`src/rtl/tm_pkg.sv`:
```
// Shared types, constants and helpers for the tone-mapping stream alignment block.
package tm_pkg;

  typedef enum logic [1:0] {
    WAIT_SOP = 2'd0,
    WARMUP   = 2'd1,
    RUN      = 2'd2
  } tm_align_state_t;

  // Register stage plus divider pipeline of the tone-mapping stage.
  localparam int TM_DIV_LAT = 9;

  function automatic int tm_out_w(input int w);
    return w - 2;
  endfunction

endpackage

```
`src/rtl/sideband_delay.sv`:
```
// Generic fixed-depth shift register with asynchronous active-high clear.
module sideband_delay #(
  parameter int DEPTH = 9,
  parameter int DW    = 3
) (
  input  logic          clk,
  input  logic          rst,
  input  logic [DW-1:0] din,
  output logic [DW-1:0] dout
);

  logic [DW-1:0] pipe [DEPTH];

  always_ff @(posedge clk or posedge rst) begin
    if (rst) begin
      for (int i = 0; i < DEPTH; i++) pipe[i] <= '0;
    end else begin
      pipe[0] <= din;
      for (int i = 1; i < DEPTH; i++) pipe[i] <= pipe[i-1];
    end
  end

  assign dout = pipe[DEPTH-1];

endmodule

```
`src/rtl/tm_stream_align.sv`:
```
// Re-aligns sop/eop/valid with the tone-mapped pixel, gates warm-up frames,
// tracks framing errors and reports the pixel count of each completed frame.
//
// state    | meaning
// WAIT_SOP | idle after reset/resync, waiting for the first qualified sop
// WARMUP   | frames pass through tracking only; statistics not yet valid
// RUN      | frames whose sop arrives here are emitted on the output
module tm_stream_align
  import tm_pkg::*;
#(
  parameter int W             = 10,
  parameter int LAT           = TM_DIV_LAT,
  parameter int WARMUP_FRAMES = 1,
  parameter int CNT_W         = 22,
  localparam int OW           = tm_out_w(W)
) (
  input  logic             clk,
  input  logic             reset,
  input  logic             sop_i,
  input  logic             eop_i,
  input  logic             valid_i,
  input  logic [OW-1:0]    tm_data_i,
  input  logic             resync_i,
  output logic             sop_o,
  output logic             eop_o,
  output logic             valid_o,
  output logic [OW-1:0]    data_o,
  output logic             frame_done_o,
  output logic [CNT_W-1:0] pix_count_o,
  output logic             err_sop_o,
  output logic             err_eop_o
);

  if (LAT < 1 || LAT > 32) begin : g_bad_lat
    $error("tm_stream_align: LAT must be within 1..32");
  end
  if (WARMUP_FRAMES < 0 || WARMUP_FRAMES > 3) begin : g_bad_warmup
    $error("tm_stream_align: WARMUP_FRAMES must be within 0..3");
  end

  localparam logic [2:0] WF = 3'(WARMUP_FRAMES);

  logic [2:0] sb_d;
  logic       sop_d, eop_d, valid_d;
  logic       q_sop, q_eop;

  sideband_delay #(.DEPTH(LAT), .DW(3)) u_sb_delay (
    .clk  (clk),
    .rst  (reset),
    .din  ({sop_i, eop_i, valid_i}),
    .dout (sb_d)
  );

  assign {sop_d, eop_d, valid_d} = sb_d;
  assign q_sop = sop_d & valid_d;
  assign q_eop = eop_d & valid_d;

  tm_align_state_t state_q, state_n, eff;
  logic [1:0]       wcnt_q, wcnt_n;
  logic [2:0]       wsum;
  logic             in_frame_q, in_frame_n;
  logic             run_frame_q, run_frame_n;
  logic [CNT_W-1:0] cnt_q, cnt_n, cnt_inc, pix_n;
  logic             done_n, err_sop_n, err_eop_n, eop_ok, en;

  assign cnt_inc = (cnt_q == '1) ? cnt_q : cnt_q + CNT_W'(1);
  assign wsum    = {1'b0, wcnt_q} + 3'd1;

  always_comb begin
    // The sop that leaves WAIT_SOP is processed as if already in the next state.
    eff = state_q;
    if (state_q == WAIT_SOP && q_sop) eff = (WF == 3'd0) ? RUN : WARMUP;

    state_n     = eff;
    wcnt_n      = wcnt_q;
    in_frame_n  = in_frame_q;
    run_frame_n = run_frame_q;
    cnt_n       = cnt_q;
    pix_n       = pix_count_o;
    done_n      = 1'b0;
    err_sop_n   = err_sop_o;
    err_eop_n   = err_eop_o;
    eop_ok      = 1'b0;
    en          = 1'b0;

    if (eff != WAIT_SOP) begin
      if (q_sop) begin
        if (in_frame_q) err_sop_n = 1'b1;
        cnt_n       = CNT_W'(1);
        in_frame_n  = ~q_eop;
        run_frame_n = (eff == RUN) & ~q_eop;
        en          = (eff == RUN);
        if (q_eop) begin
          pix_n  = CNT_W'(1);
          done_n = 1'b1;
          eop_ok = 1'b1;
        end
      end else if (q_eop) begin
        if (in_frame_q) begin
          cnt_n       = cnt_inc;
          pix_n       = cnt_inc;
          done_n      = 1'b1;
          eop_ok      = 1'b1;
          in_frame_n  = 1'b0;
          run_frame_n = 1'b0;
          en          = run_frame_q & (eff == RUN);
        end else begin
          err_eop_n = 1'b1;
        end
      end else if (valid_d && in_frame_q) begin
        cnt_n = cnt_inc;
        en    = run_frame_q & (eff == RUN);
      end

      if (eff == WARMUP && eop_ok) begin
        wcnt_n = wsum[1:0];
        if (wsum >= WF) state_n = RUN;
      end
    end

    // Resync drops the frame in progress but keeps the last reported count.
    if (resync_i) begin
      state_n     = WAIT_SOP;
      wcnt_n      = 2'd0;
      in_frame_n  = 1'b0;
      run_frame_n = 1'b0;
      cnt_n       = '0;
      pix_n       = pix_count_o;
      done_n      = 1'b0;
      err_sop_n   = 1'b0;
      err_eop_n   = 1'b0;
      en          = 1'b0;
    end
  end

  always_ff @(posedge clk or posedge reset) begin
    if (reset) begin
      state_q      <= WAIT_SOP;
      wcnt_q       <= 2'd0;
      in_frame_q   <= 1'b0;
      run_frame_q  <= 1'b0;
      cnt_q        <= '0;
      pix_count_o  <= '0;
      frame_done_o <= 1'b0;
      err_sop_o    <= 1'b0;
      err_eop_o    <= 1'b0;
      valid_o      <= 1'b0;
      sop_o        <= 1'b0;
      eop_o        <= 1'b0;
      data_o       <= '0;
    end else begin
      state_q      <= state_n;
      wcnt_q       <= wcnt_n;
      in_frame_q   <= in_frame_n;
      run_frame_q  <= run_frame_n;
      cnt_q        <= cnt_n;
      pix_count_o  <= pix_n;
      frame_done_o <= done_n;
      err_sop_o    <= err_sop_n;
      err_eop_o    <= err_eop_n;
      valid_o      <= valid_d & en;
      sop_o        <= q_sop & en;
      eop_o        <= q_eop & en;
      data_o       <= (valid_d & en) ? tm_data_i : '0;
    end
  end

endmodule

```
`config.mk`:
```
export PLATFORM = sky130hd
export DESIGN_NAME = tm_stream_align
export DESIGN_NICKNAME = d
export VERILOG_FILES = /design/src/rtl/tm_pkg.sv /design/src/rtl/sideband_delay.sv /design/src/rtl/tm_stream_align.sv
export SDC_FILE = /design/constraint.sdc
export NUM_CORES = 1
export LEC_CHECK = 0
export ABC_CLOCK_PERIOD_IN_PS = 2560
export BUFFER_PORTS_ARGS = -buffer_cell sky130_fd_sc_hd__buf_2
export CORE_ASPECT_RATIO = 0.8
export CORE_MARGIN = 5
export CORE_UTILIZATION = 40
export DETAILED_ROUTE_END_ITERATION = 10
export PLACE_DENSITY = 0.73
export SYNTH_ARGS = -nofsm -noshare
export SYNTH_HDL_FRONTEND = slang
export SYNTH_SLANG_ARGS = --single-unit
```
`constraint.sdc`:
```
create_clock -name clk -period 2.56 [get_ports clk]
set_input_delay 0.384 -clock clk [delete_from_list [all_inputs] [get_ports clk]]
set_output_delay 0.384 -clock clk [all_outputs]
set_load 0.03 [all_outputs]
```
# Yosys cells after proc, flatten, opt, wreduce, memory -nomap -nowiden
# Index checks and enable logic that the tools add are counted.
[totals] mem_count=0 mem_bits_ro=0 mem_bits_rw=0 latch_bits=0 reg_bits=91
[classes] mux=50 div_mod_pow=0 eq_ne=6 multipliers=0 reduce_logical=21 n_shift=0 n_bitwise=9 n_lt_le_gt_ge=1 addsub=2
[op_table] op="2-to-1 mux 22 bit" count=10
[op_table] op="2-to-1 mux 1 bit" count=31
[op_table] op="adder 22 x 1 -> 22 bit, second input constant" count=1
[op_table] op="== test 22 bit, second input constant" count=1
[op_table] op="2-to-1 mux 2 bit" count=8
[op_table] op="nonzero test 2 bit" count=7
[op_table] op="AND reduction 3 bit" count=3
[op_table] op="2-to-1 mux 8 bit" count=1
[op_table] op="AND reduction 4 bit" count=2
[op_table] op="bitwise AND 1 bit" count=7
[op_table] op="nonzero test 3 bit" count=2
[op_table] op="inequality test 2 bit, second input constant" count=2
[op_table] op="inequality test 4 x 3 -> 1 bit, second input constant" count=1
[op_table] op="AND reduction 2 bit" count=2
[op_table] op="nonzero test 4 bit" count=1
[op_table] op="adder 2 x 1 -> 3 bit, second input constant" count=1
[op_table] op=">= comparator 3 x 1 -> 1 bit, second input constant" count=1
[op_table] op="logical AND 1 bit" count=3
[op_table] op="== test 2 x 1 -> 1 bit, second input constant" count=1
[op_table] op="== test 2 bit, second input constant" count=1
[op_table] op="zero test 2 bit" count=1
[op_table] op="inverter 1 bit" count=2

# Logic depth before layout (Yosys ltp)
# Gate-level depths: netlist of the first run.
[depth] ltp_word=12 ltp_mapped=8

# Hierarchy
# From an unflattened synthesis of the first run, not the netlist that was laid out.
[hier_totals] cells_unflattened=366 area_unflattened_um2=3922.5
[by_module_without_submodules] module="tm_stream_align" seq_area_each_um2=1601.5 area_each_um2=3220.6 n_inst=1 cells_each=335
[by_module_without_submodules] module="sideband_delay" seq_area_each_um2=675.6 area_each_um2=701.9 n_inst=1 cells_each=31

# Least setup slack after synthesis of the first run
# OpenSTA, ideal clock, no wires.
[synth_timing] path_kind="reg2reg" from="register cnt_q[0]" to="register cnt_q[3]" t_arrival_ns=1.798 path_slack_ns=0.693 required_ns=2.491 path_stages_with_launch=8 cell_sequence="dfrtp_1 ha_1 and3_1 clkbuf_1 nand3_1 o21ai_1 or4_1 nand3_1"
[synth_via] elab_chain_len=7 elab_cells_between_ends=9 cone_classes="1 x add/sub; 1 x eq/ne; 7 x mux"
[synth_lines] item="from (decl)" line="tm_stream_align.sv:63" rtl="logic [CNT_W-1:0] cnt_q, cnt_n, cnt_inc, pix_n;"
[synth_lines] item="from (signal assigned)" line="tm_stream_align.sv:156" rtl="cnt_q <= cnt_n;"
[synth_lines] item="adder 22 x 1 -> 22 bit or == test 22 bit (tied branches)" line="tm_stream_align.sv:66" rtl="assign cnt_inc = (cnt_q == '1) ? cnt_q : cnt_q + CNT_W'(1);"
[synth_lines] item="2-to-1 mux 22 bit *" line="tm_stream_align.sv:66"
[synth_lines] item="2-to-1 mux 22 bit, on equally long branches" line="tm_stream_align.sv:110, tm_stream_align.sv:99"
[synth_lines] item="2-to-1 mux 22 bit *" line="tm_stream_align.sv:98" rtl="end else if (q_eop) begin"
[synth_lines] item="2-to-1 mux 22 bit *" line="tm_stream_align.sv:87" rtl="if (q_sop) begin"
[synth_lines] item="2-to-1 mux 22 bit *" line="tm_stream_align.sv:86" rtl="if (eff != WAIT_SOP) begin"
[synth_lines] item="2-to-1 mux 22 bit *" line="tm_stream_align.sv:122" rtl="if (resync_i) begin"
# Every way passes the cells marked *; elsewhere a longest branch is shown, timed or not. The select of a mux whose other input is x is not followed.
# A chain may end at the register's enable or synchronous reset.

# Final worst setup path of the first run
[layout_timing] from="register cnt_q[0]" to="register pix_count_o[18]"
[layout_via] elab_chain_len=5 elab_cells_between_ends=6 cone_classes="1 x add/sub; 1 x eq/ne; 4 x mux"
[layout_lines] item="adder 22 x 1 -> 22 bit or == test 22 bit (tied branches)" line="tm_stream_align.sv:66"
[layout_lines] item="2-to-1 mux 22 bit *" line="tm_stream_align.sv:66"
[layout_lines] item="2-to-1 mux 22 bit *" line="tm_stream_align.sv:99" rtl="if (in_frame_q) begin"
[layout_lines] item="2-to-1 mux 22 bit *" line="tm_stream_align.sv:98"
[layout_lines] item="2-to-1 mux 22 bit *" line="tm_stream_align.sv:87"
[layout_lines] item="to (signal assigned)" line="tm_stream_align.sv:157" rtl="pix_count_o <= pix_n;"
[layout_lines] item="to (decl)" line="tm_stream_align.sv:29" rtl="output logic [CNT_W-1:0] pix_count_o,"
# Marks and branches as above.

==> impl_metrics.ini, run 1 <==
[sta]
skew_ns = 0.007700
rsz0062_at_grt = false
period_share_pct = 82.32
drv_slew = 0
tightest_slew_ns = 0.6330
fin_crit_ns = 2.108
hold_viol = 0
max_freq_ghz = 0.4745
finalSetupViolCount = 0
setup-tns-final_ns = 0
relSlewSlack_pct = 57.80

[run]
cap_violations = 0

[floorplan]
initial_core_util_pct = 41.22
die_x_microns = 121.7
die_area_sq_mm = 0.01210
std_cell_rows = 32
die_y_microns = 99.38
io_pins = 50
core_area_sq_mm = 0.009689

[pwr]
worst_ir_drop_vdd_uv = 272.3
p_seq_share_pct = 51.3
p_sw_share_pct = 24.18
power_density_mw_per_mm2 = 623.9
p_leak_nw = 2.174
switchingPower_mw = 0.7075
clockPowerShare_pct = 43.4
intPower_mw = 2.219
comb_power_share_pct = 5.3
p_total_mw = 2.927

[place]
dp.cells = 546
dp_hpwl_mm = 5.988
port_buffers = 49
gp_congestion = 0.8701
dpl_cell_area_sq_mm = 0.004404

[setup_path]
endpoint_kind = register
critical_path_required_ns = 2.77
crit_arrival_ns = 2.31
critical_path_class = reg -> reg
startpoint_type = register
crit_path_max_fanout = 7

[run_status]
status = completed

[detailed_routing]
drtIter0Drc = 226
ant_nets = 0
vias = 2982
viasPerCell = 5.306
drt_pass1_iterations = 4
detail_route.wl_per_cell_microns = 15.21
drt_wl_total_mm = 8.546
drc = 0

[synth]
yosysTopAreaCellShare_pct = 57.02
synth_top_flop_cell = dfrtp_1
synth.distinct_cells = 54
syn_nets = 388
synth-warning-count = 0
post_synth.cell_area_avg_sq_um = 10.77
syn_area_sq_mm = 0.003994
synthCells = 371
ys_ff_latch = 91
yosys-top-cells-area = dfrtp_1 57%, nand2_1 3.8%, a21oi_1 3.1%
yosysTopAreaCell = dfrtp_1
synth_edf_count = 0
ys_seq_area_share_pct = 57.02
synthArstFlopShare_pct = 100.0

[clock_network]
cts.sinks = 91
clock_latency_ns = 0.34
holdBufCountCts = 0
clk_pin_slew_ns = 0.07
cts_inserted_buffers = 9
cts_tree = yes
cts_max_level = 3
root_buffer = clkbuf_16
clockBufferDepth = 2
cts_setup_buffers = 0
post_cts_resized = 0

[worst_hold_path]
hold_path.class = in -> async

[global_route]
track_usage_pct = 15.43
grt_pass1_wl_mm = 14.68
grt_pass1_vias = 2940
grt-ovfl-total = 0
grt_start_max_net_pins = 37
antenna_found_initial = 0

[layout]
fin_util_pct = 48.41
area_growth_pct = 17.45
nNetsFinal = 438
n_antenna_cell = 0
instances_no_fill = 562
drive_above_1_share_pct = 21.60
fillers = 920
post-route-cell-area_sq_mm = 0.004691
[cell type report]
class / instances / area [sq um] / area share, %
timing repair buffer: 58 / 325.3 / 6.935
clock buffer: 10 / 239.0 / 5.095
tap: 136 / 170.2 / 3.628
sequential: 91 / 2277 / 48.55
multi-input combinational: 256 / 1609 / 34.30
clock inverter: 6 / 47.55 / 1.014
inverter: 5 / 22.52 / 0.4801
[metal layers]
layer / vias to the layer above / global-route usage [%] / share of wire (%)
li1: 1431 / - / -
met1: 1455 / 21.02 / 47
met2: 86 / 23.86 / 46
met3: 10 / 5.401 / 6.0
met4: 0 / 3.531 / 0.94
met5: - / 0 / 0
[worst paths after layout]
kind,cells past startpoint,from,to,slack (ns)
setup / recovery,6,cnt_q[0],pix_count_o[18],0.45
hold / removal,2,reset,u_sb_delay.pipe[16],0.11
setup reg to reg,6,cnt_q[0],pix_count_o[18],0.45
hold reg to reg,0,u_sb_delay.pipe[15],u_sb_delay.pipe[12],0.35
max in group asynchronous,3,reset,data_o[5],1.77
min in group clk,1,valid_i,u_sb_delay.pipe[24],0.14
[registers in the layout (all words and copies together), names as in the netlist, 2 cells and up]
| register | count |
|---|---|
| state_q | 2 |
| u_sb_delay.dout | 3 |
| u_sb_delay.pipe | 24 |
| cnt_q | 22 |
| wcnt_q | 2 |
| data_o | 8 |
| pix_count_o | 22 |
[layout by cell type, fill, tap and decap left out, types with 3 or more instances in the layout]
master,instances
nand3_1,11
ha_1,3
nor3_1,5
o211ai_1,5
xnor2_1,11
o31ai_1,3
and2_1,11
and3_1,9
xor2_1,5
clkbuf_16,9
nand2b_1,4
a22o_1,4
a31oi_1,10
a21oi_1,25
buf_4,8
a21o_1,6
inv_1,3
nand2_1,40
nand4_1,7
mux2i_1,5
nor4_1,3
buf_2,49
o21ai_1,8
a211oi_1,3
nor2_1,19
dfrtp_1,91
o21ai_0,24
[through the flow]
step	hold slack, ns	setup slack [ns]
floorplan	0.3312	0.6931
global placement	0.3320	0.4904
detailed placement	0.3347	0.4887
CTS	0.1264	0.5044
global route	0.1273	0.2813
finish	0.1065	0.4525
[cells by family (layout without fill, tap and decap cells)]
family / count (synthesis) / count (layout) / synth area share, %
AOI/OAI and AO/OA: 97 / 97 / 14.79
buffers and inverters: 24 / 79 / 2.694
DFF: 91 / 91 / 57.02
and+or+nand+nor: 135 / 135 / 19.80
adders and majority gates: 3 / 3 / 0.9399
xor gates and xnor gates: 16 / 16 / 3.509
muxes: 5 / 5 / 1.253
[cell usage after synthesis (6+ instances only)]
master and count:
o21ai_1 8, a21oi_1 25, xnor2_1 11, and3_1 9
a21o_1 6, dfrtp_1 91, a31oi_1 10, nand2_1 40
clkbuf_1 10, and2_1 11, o21ai_0 24, nand4_1 7
nor2_1 19, nand3_1 11, buf_2 8
[worst max-delay path, cell delays in order, from the launching register on]
cell and delay, ns:
dfrtp_1 0.46, ha_1 0.29, nand3_2 0.20, nor4_2 0.50
and3_1 0.30, xnor2_1 0.13, o21ai_0 0.08
[power by group through the flow]
stage | registers (mW) | logic [mW] | clock network [mW]
finish | 1.50 | 0.155 | 1.27
global route | 1.51 | 0.175 | 1.37
CTS | 1.50 | 0.160 | 1.30
detailed placement | 1.53 | 0.160 | 0
global placement | 1.53 | 0.155 | 0
floorplan | 1.54 | 0.0814 | 0
Note: power is estimated with default switching activity, not from simulation.
==> run 2: changes to the inputs <==
- ABC_AREA: default -> 1
- ABC_CLOCK_PERIOD_IN_PS: 2560 -> 2150
- PLACE_DENSITY: 0.73 -> 0.7
- clock period: 2.56 -> 2.15 ns (I/O delays scaled with it)
==> impl_metrics.ini, run 2 <==
[layout]
n_antenna_cell = 0
nNetsFinal = 522
reg_top3 = u_sb_delay.pipe (24), cnt_q (22), pix_count_o (22)
drive_above_1_share_pct = 22.35
post-route-cell-area_sq_mm = 0.004756
regMostFlops = u_sb_delay.pipe
instances_no_fill = 650
layout_common_cells = 124 x nand2_1, 90 x dfrtp_1, 59 x nand3_1
layout_commonest_cell = nand2_1
area_growth_pct = 15.67
largest_reg_flops = 24

[floorplan]
die_x_microns = 123.4
initial_core_util_pct = 40.48
std_cell_rows = 33
die_area_sq_mm = 0.01242
io_pins = 50
die_y_microns = 100.7
core_area_sq_mm = 0.01016

[detailed_routing]
ant_nets = 0
detail_route.wl_per_cell_microns = 13.89
drc = 0
drt_wl_total_mm = 9.029
drt_pass1_iterations = 6
viasPerCell = 4.905
drtIter0Drc = 247
vias = 3188

[clock_network]
cts_inserted_buffers = 9
clk_pin_slew_ns = 0.06
cts_max_level = 3
clockBufferDepth = 2
cts.sinks = 91
root_buffer = clkbuf_16
cts_tree = yes
clock_latency_ns = 0.34

[synth]
post_synth.cell_area_avg_sq_um = 8.997
synth-warning-count = 0
synth.distinct_cells = 31
synth_top_flop_cell = dfrtp_1
yosysMostFrequentCell = nand2_1
syn_area_sq_mm = 0.004111
yosys-top-cells-area = dfrtp_1 55%, nand2_1 11%, nand3_1 7.2%
synth_compound_area_share_pct = 4.626
ys_ff_latch = 91
ys_top_cells_by_count = 124 x nand2_1, 91 x dfrtp_1, 59 x nand3_1
yosysTopAreaCell = dfrtp_1
synth_mux_area_share_pct = 0
synthCells = 457
synth_top_family_by_area = simple AND/OR/NAND/NOR gates
synth-xor-area-share_pct = 0.4260
syn_nets = 474
yosys.area_share.simple_pct = 31.31
yosysTopAreaCellShare_pct = 55.39
synthArstFlopShare_pct = 100.0
ys_seq_area_share_pct = 55.39
synth_fa_ha_area_share_pct = 0.9130
synth_edf_count = 0

[global_route]
track_usage_pct = 15.37
grt_pass1_vias = 3113
grt-ovfl-total = 0
grt_pass1_wl_mm = 15.17
grt_start_max_net_pins = 92
antenna_found_initial = 0

[run_status]
status = completed

[place]
gp_congestion = 0.9513
dpl_cell_area_sq_mm = 0.004449
port_buffers = 49
dp_hpwl_mm = 5.899
dp.cells = 633

[setup_path]
critical_path_required_ns = 2.36
endpoint_kind = register
crit_arrival_ns = 2.17
critical_path_class = reg -> reg
crit_path_max_fanout = 21
startpoint_type = register

[pwr]
p_total_mw = 3.658
worst_ir_drop_vdd_uv = 469.6
power_density_mw_per_mm2 = 769.2
p_leak_nw = 2.517

[sta]
tightest_slew_ns = 0.6839
hold_slack_ns = 0.09187
fin_crit_ns = 1.959
period_share_pct = 91.12
setup-tns-final_ns = 0
skew_ns = 0.009849
hold_viol = 0
rsz0062_at_grt = false
relSlewSlack_pct = 54.36
drv_slew = 0
max_freq_ghz = 0.5104
finalSetupViolCount = 0

[run]
cap_violations = 0

[worst_hold_path]
hold_path.class = in -> reg
[run 2: cell types whose count changed after synthesis, moves of 10 or more]
cell,change
inv_1,+39
a31oi_1,-10
and2_1,-11
nor2_1,+21
nand3_1,+48
a21oi_1,-24
nand3_2,+14
o21ai_0,-18
xnor2_1,-11
nand2_1,+84
[run 2: power by group]
group	total, mW	switching [mW]	internal, mW
sequential	1.81	0.0424	1.77
clock	1.57	0.631	0.938
combinational	0.274	0.201	0.0735
[run 2: layout make-up]
| class | instances | area (sq um) |
|---|---|---|
| timing repair buffer | 52 | 280.3 |
| inverter | 48 | 183.9 |
| sequential | 91 | 2278 |
| fill | 994 | 5401 |
| tap | 140 | 175.2 |
| multi-input combinational | 303 | 1541 |
| clock inverter | 3 | 46.29 |
| clock buffer | 13 | 250.2 |
[run 2: per-stage QoR]
stage	utilization, %	setup slack (ns)
after global placement	43.80	0.09856
after detailed placement	43.80	0.06993
after floorplan	-	0.5510
after CTS	46.72	0.05376
after global routing	46.82	0.007939
final	46.82	0.1909
[run 2: layer usage]
layer / track usage (%) / vias to the layer above / wire length, microns
met5: 0 / - / 0
met3: 3.760 / 10 / 456
met1: 21.83 / 1516 / 4390
met4: 4.340 / 0 / 91
li1: - / 1563 / -
met2: 23.52 / 99 / 4089
[run 2: critical path, cell delays in order, from the launching register on]
cell     delay [ns]
dfrtp_2        0.45
ha_2           0.30
nand3_2        0.12
inv_2          0.12
nand2_4        0.08
nor2_4         0.17
nand2_4        0.24
nand2_1        0.13
nand3_1        0.09
nand2_1        0.08
o21ai_1        0.06
[run 2: kinds of logic (layout without fill, tap and decap cells)]
logic type / after synthesis / in the layout
AND/OR/NAND/NOR: 267 / 268
flip-flops: 91 / 91
buffers and inverters: 64 / 116
AO/OA/AOI/OAI: 30 / 30
adder cells (fa/ha/maj): 3 / 3
XOR/XNOR: 2 / 2
[run 2: what timing repair did]
item | CTS | global route
hold buffers | 0 | 0
endpoints found under the hold margin | 0 | 0
endpoints found under the setup margin | 0 | 41
gates resized for setup | 0 | 2
buffers inserted | 0 | 0
[run 2: path summary, 6_finish.rpt]
kind | slack (ns) | cells past startpoint | endpoint | start
min | 0.09 | 1 | u_sb_delay.pipe[24] | valid_i
min in group asynchronous | 0.12 | 3 | u_sb_delay.pipe[25] | reset
max in group asynchronous | 1.64 | 3 | cnt_q[0] | reset
min reg2reg | 0.35 | 0 | u_sb_delay.pipe[4] | u_sb_delay.pipe[7]
max reg2reg | 0.19 | 10 | cnt_q[0] | cnt_q[0]
max | 0.19 | 10 | cnt_q[0] | cnt_q[0]
